File: src/rtl/imem_boot_loader.sv
// Boot loader: streams a program into instruction memory from address 0,
// accumulates a checksum, and holds the core in reset until the image is complete.
module imem_boot_loader #(
   parameter int DEPTH  = 64,
   parameter int ADDR_W = 6
) (
   input  logic              clk,
   input  logic              reset,
   input  logic              start,
   input  logic [ADDR_W:0]   length,
   input  logic              s_valid,
   input  logic [31:0]       s_data,
   output logic              s_ready,
   output logic              imem_we,
   output logic [ADDR_W-1:0] imem_addr,
   output logic [31:0]       imem_wdata,
   output logic              core_reset,
   output logic              busy,
   output logic              done,
   output logic              error,
   output logic [31:0]       checksum
);

   typedef enum logic [2:0] {IDLE, LOAD, DRAIN, RUN, ERR} state_t;

   localparam logic [ADDR_W:0] DEPTH_W = (ADDR_W + 1)'(DEPTH);
   localparam logic [ADDR_W:0] ONE     = (ADDR_W + 1)'(1);

   state_t          state;
   state_t          state_next;
   logic [ADDR_W:0] count;
   logic [ADDR_W:0] len_q;
   logic            handshake;
   logic            last_word;
   logic            cmd_window;
   logic            start_legal;
   logic            load_accept;

   assign handshake   = s_valid && s_ready;
   assign last_word   = (count == (len_q - ONE));
   assign cmd_window  = (state == IDLE) || (state == RUN) || (state == ERR);
   assign start_legal = (length != '0) && (length <= DEPTH_W);
   assign load_accept = start && cmd_window && start_legal;

   always_ff @(posedge clk or posedge reset) begin
      if (reset) begin
         state <= IDLE;
      end else begin
         state <= state_next;
      end
   end

   // IDLE, RUN and ERR all accept a new command; an illegal length always lands in ERR.
   always_comb begin
      state_next = state;
      case (state)
         IDLE, RUN, ERR: begin
            if (start) begin
               state_next = start_legal ? LOAD : ERR;
            end
         end
         LOAD: begin
            if (handshake && last_word) begin
               state_next = DRAIN;
            end
         end
         DRAIN:   state_next = RUN;
         default: state_next = IDLE;
      endcase
   end

   always_comb begin
      s_ready = 1'b0;
      busy    = 1'b0;
      done    = 1'b0;
      error   = 1'b0;
      case (state)
         LOAD: begin
            s_ready = 1'b1;
            busy    = 1'b1;
         end
         DRAIN:   busy  = 1'b1;
         RUN:     done  = 1'b1;
         ERR:     error = 1'b1;
         default: ;
      endcase
   end

   // The counter deliberately runs one past the last address; only its low bits drive imem_addr.
   always_ff @(posedge clk or posedge reset) begin
      if (reset) begin
         imem_we    <= 1'b0;
         imem_addr  <= '0;
         imem_wdata <= '0;
         core_reset <= 1'b1;
         checksum   <= '0;
         count      <= '0;
         len_q      <= '0;
      end else begin
         imem_we    <= handshake;
         core_reset <= (state_next != RUN);
         if (handshake) begin
            imem_addr  <= count[ADDR_W-1:0];
            imem_wdata <= s_data;
            count      <= count + ONE;
            checksum   <= checksum + s_data;
         end
         if (load_accept) begin
            len_q    <= length;
            count    <= '0;
            checksum <= '0;
         end
      end
   end

endmodule

File: config.mk
export PLATFORM = sky130hd
export DESIGN_NAME = imem_boot_loader
export DESIGN_NICKNAME = d
export VERILOG_FILES = /design/src/rtl/imem_boot_loader.sv
export SDC_FILE = /design/constraint.sdc
export NUM_CORES = 1
export LEC_CHECK = 0
export CAP_MARGIN = 0
export CORE_MARGIN = 2
export CORE_UTILIZATION = 35
export DETAILED_ROUTE_END_ITERATION = 12
export PLACE_DENSITY = 0.61
export REMOVE_ABC_BUFFERS = 1
export SLEW_MARGIN = 20
export SYNTH_ARGS = -nofsm -noshare
export SYNTH_HDL_FRONTEND = slang
export SYNTH_SLANG_ARGS = --single-unit
File: constraint.sdc
create_clock -name clk -period 3.1 [get_ports clk]
set_clock_uncertainty 0.1 [all_clocks]
set_input_delay 0.93 -clock clk [delete_from_list [all_inputs] [get_ports clk]]
set_output_delay 0.93 -clock clk [all_outputs]
set_load 0.02 [all_outputs]
==> out/metrics.yaml <==
setup_path:
  critPathLaunchType: "primary input"
  worstPathArrival_ns: 3.17
  cp-end-kind: "flop"
  r2r_setup_slack_ns: 0.29
  critPathKind: "primary input to flop"
  r2r_cells: 12
  path_max_fanout: 4
  r2r-end: "checksum[26]$_DFFE_PP0P_"
  cp.required_ns: 3.23
  r2r-start: "checksum[0]$_DFFE_PP0P_"
yosys:
  yosysSeqAreaShare_pct: 43.1
  ys_ff_latch: 89
  synthTopCellsByCount: "169 x nand2_1, 88 x dfrtp_1, 33 x ha_1, 30 x a21oi_1, 29 x o21ai_0"
  ys.warnings.count: 0
  ys_types: 68
  syn_area_um2: 5170
  synth_top_area_share_pct: 42.6
  async_reset_ff_share_pct: 100
  synth_most_common_cell: "nand2_1"
  syn_avg_cell_area_um2: 8.94
  synth_top_cell_by_area: "dfrtp_1"
  synth_edf_count: 0
  ys.flop_type: "dfrtp_1"
  netlist_instances: 578
  synth_area_leaders: "dfrtp_1 43%, nand2_1 12%, ha_1 8.0%"
sta:
  max_freq_mhz: 329
  slew_headroom_pct: 59.0
  post-route-min-period_ns: 3.04
  period_share_pct: 98.1
  final_max_slew_viol_count: 0
  tightest_slew_ns: 0.615
  rsz0062_at_grt: "yes"
  setup_violations: 0
  finalHoldViolCount: 0
cells_and_area:
  area_growth_syn_to_layout_pct: 54.3
  fin_nets: 862
  stdcell_area_um2: 7980
  drive_gt1_share_pct: 25.4
  diodes: 0
floorplan:
  die_h_um: 126
  core-area_um2: 14500
  dieArea_um2: 15800
  ioPinCount: 119
  dieWidth_um: 126
  start_util_pct: 35.7
  fp-row-count: 44
placement:
  dp_hpwl_um: 10700
  globalplace.congestion: 0.827
  placed_area_um2: 7160
  port_buffers: 118
drt:
  viasPerCell: 5.07
  vias: 4936
  drtIter0Drc: 170
  wirelength_um: 15300
  drc_errors: 0
  drt-pass1-iter-count: 4
  wl_per_cell_um: 15.7
  postRouteAntennaNets: 0
clock_network:
  tritoncts: "done"
  cts_hold_buf: 0
  clk_latency_ns: 0.35
  path_clk_slew_ns: 0.06
  h-tree-depth: 3
  cts_buffers: 9
  cts_buffer_depth: 2
  cts.sinks: 89
  root_buffer: "clkbuf_16"
run_status:
  status: "completed"
grt:
  grt_max_degree: 49
  antenna_found_initial: 0
  grt_use_met2_pct: 33.3
  grt_pass1_wl_um: 25000
  use_met3_pct: 3.12
  busiest_layer: "met2"
  globalRouteOverflowTotal: 0
  met1_usage_pct: 24.7
  gr-usage-all-layers_pct: 19.3
  grt_pass1_vias: 5061
power:
  clkPwrFrac_pct: 14.7
  ir_drop_mv: 0.464
  netSwitchingFraction_pct: 41.1
  power.density_nw_per_um2: 1000
  totalPowerFinal_mw: 8.00
  switchingPower_mw: 3.29
  p_leak_nw: 3.66
  combPwrFrac_pct: 59.7
  intPower_mw: 4.72
  pwr-share-seq_pct: 25.7
job:
  maxCapViolCount: 0
worst_hold_path:
  worstHoldPathType: "flop to flop"
  worstHoldStart: "imem_wdata[21]$_DFFE_PP0P_"
  hold_path_end: "imem_wdata[21]$_DFFE_PP0P_"
  min_path_cells: 2
==> final cells by class <==
class	count	area, µm²
timing repair buffer	221	1940
multi-input combinational	455	3230
sequential	89	2230
fill	1284	6500
clock inverter	3	46.3
tap	184	230
inverter	9	36.3
clock buffer	13	270
==> metal layers <==
metal	up-vias	share of wire [%]	wire [µm]
met5	-	0	0
met4	0	1.3	198
met3	14	3.5	528
met2	95	50	7650
met1	2388	45	6880
li1	2439	-	-
==> what timing repair did <==
| action | in CTS | in global routing |
|---|---|---|
| gates resized for setup | 73 | 43 |
| hold endpoints to repair | 0 | 0 |
| setup endpoints to repair | 15 | 10 |
| cloned | 0 | 0 |
| pin swaps | 38 | 28 |
| setup buffers | 7 | 6 |
==> power by group through the flow <==
| stage | sequential [mW] | clock [mW] | combinational [mW] |
|---|---|---|---|
| global placement | 2.00 | 0 | 4.28 |
| floorplan | 2.42 | 0 | 1.96 |
| CTS | 2.04 | 1.20 | 4.64 |
| global route | 2.12 | 1.25 | 5.21 |
| finish | 2.05 | 1.18 | 4.77 |
| detailed placement | 2.01 | 0 | 4.36 |
==> cell usage in the layout, fill, tap and decap left out, types with 11 or more instances in the layout <==
| cell | instances |
|---|---|
| nand2_1 | 167 |
| ha_1 | 11 |
| o22ai_1 | 14 |
| dfrtp_1 | 88 |
| nor2_1 | 16 |
| nand3_1 | 11 |
| clkdlybuf4s50_1 | 96 |
| buf_4 | 100 |
| xor2_1 | 20 |
| ha_4 | 22 |
| o21ai_0 | 25 |
| xnor2_1 | 19 |
| a21oi_1 | 25 |
==> critical path, stage by stage <==
cell           delay, ns
dlygate4sd2_1       0.28
ha_4                0.30
nand2_2             0.07
a211oi_2            0.17
buf_4               0.16
nand3_4             0.07
a21oi_4             0.24
nor4_4              0.08
or4_4               0.43
a31o_1              0.19
mux2_4              0.25
==> per-stage QoR <==
stage	utilization, %	setup TNS (ns)	hold WS (ns)	std cells	setup WS (ns)
floorplan	-	-109.33	0.402	553	-1.93
detailed placement	49.5	-16.22	0.362	945	-0.896
global route	55.1	-0.0405	0.393	974	-0.0270
global placement	49.5	-16.46	0.359	945	-0.891
CTS	54.1	0	0.378	968	0.0124
finish	55.1	0	0.371	974	0.0601
==> state kept, by name, indices dropped and copies added, names as in the netlist <==
signal / count
checksum: 32
core_reset: 1
count: 7
imem_addr: 6
imem_wdata: 32
imem_we: 1
len_q: 7
state: 3
==> worst max-delay path by stage <==
stage / from / endpoint / cells after the start
floorplan: s_valid / checksum[31]$_DFFE_PP0P_ / 5
CTS: s_data[4] / checksum[31]$_DFFE_PP0P_ / 10
finish: s_data[9] / checksum[31]$_DFFE_PP0P_ / 11
detailed placement: s_data[0] / checksum[26]$_DFFE_PP0P_ / 13
global placement: s_data[0] / checksum[30]$_DFFE_PP0P_ / 14
global route: s_data[0] / checksum[26]$_DFFE_PP0P_ / 13
==> logic make-up (layout without fill, tap and decap cells) <==
| kind of cell | count (synthesis) | in the layout | share of synthesized area [%] |
|---|---|---|---|
| AO/OA/AOI/OAI | 124 | 124 | 15.2 |
| XOR/XNOR | 40 | 40 | 6.78 |
| adder cells (fa/ha/maj) | 34 | 34 | 8.38 |
| multiplexers | 9 | 9 | 1.96 |
| buffers and inverters | 34 | 246 | 3.10 |
| AND/OR/NAND/NOR | 248 | 248 | 21.5 |
| flip-flops | 89 | 89 | 43.1 |
Note: power is estimated with default switching activity, not from simulation.
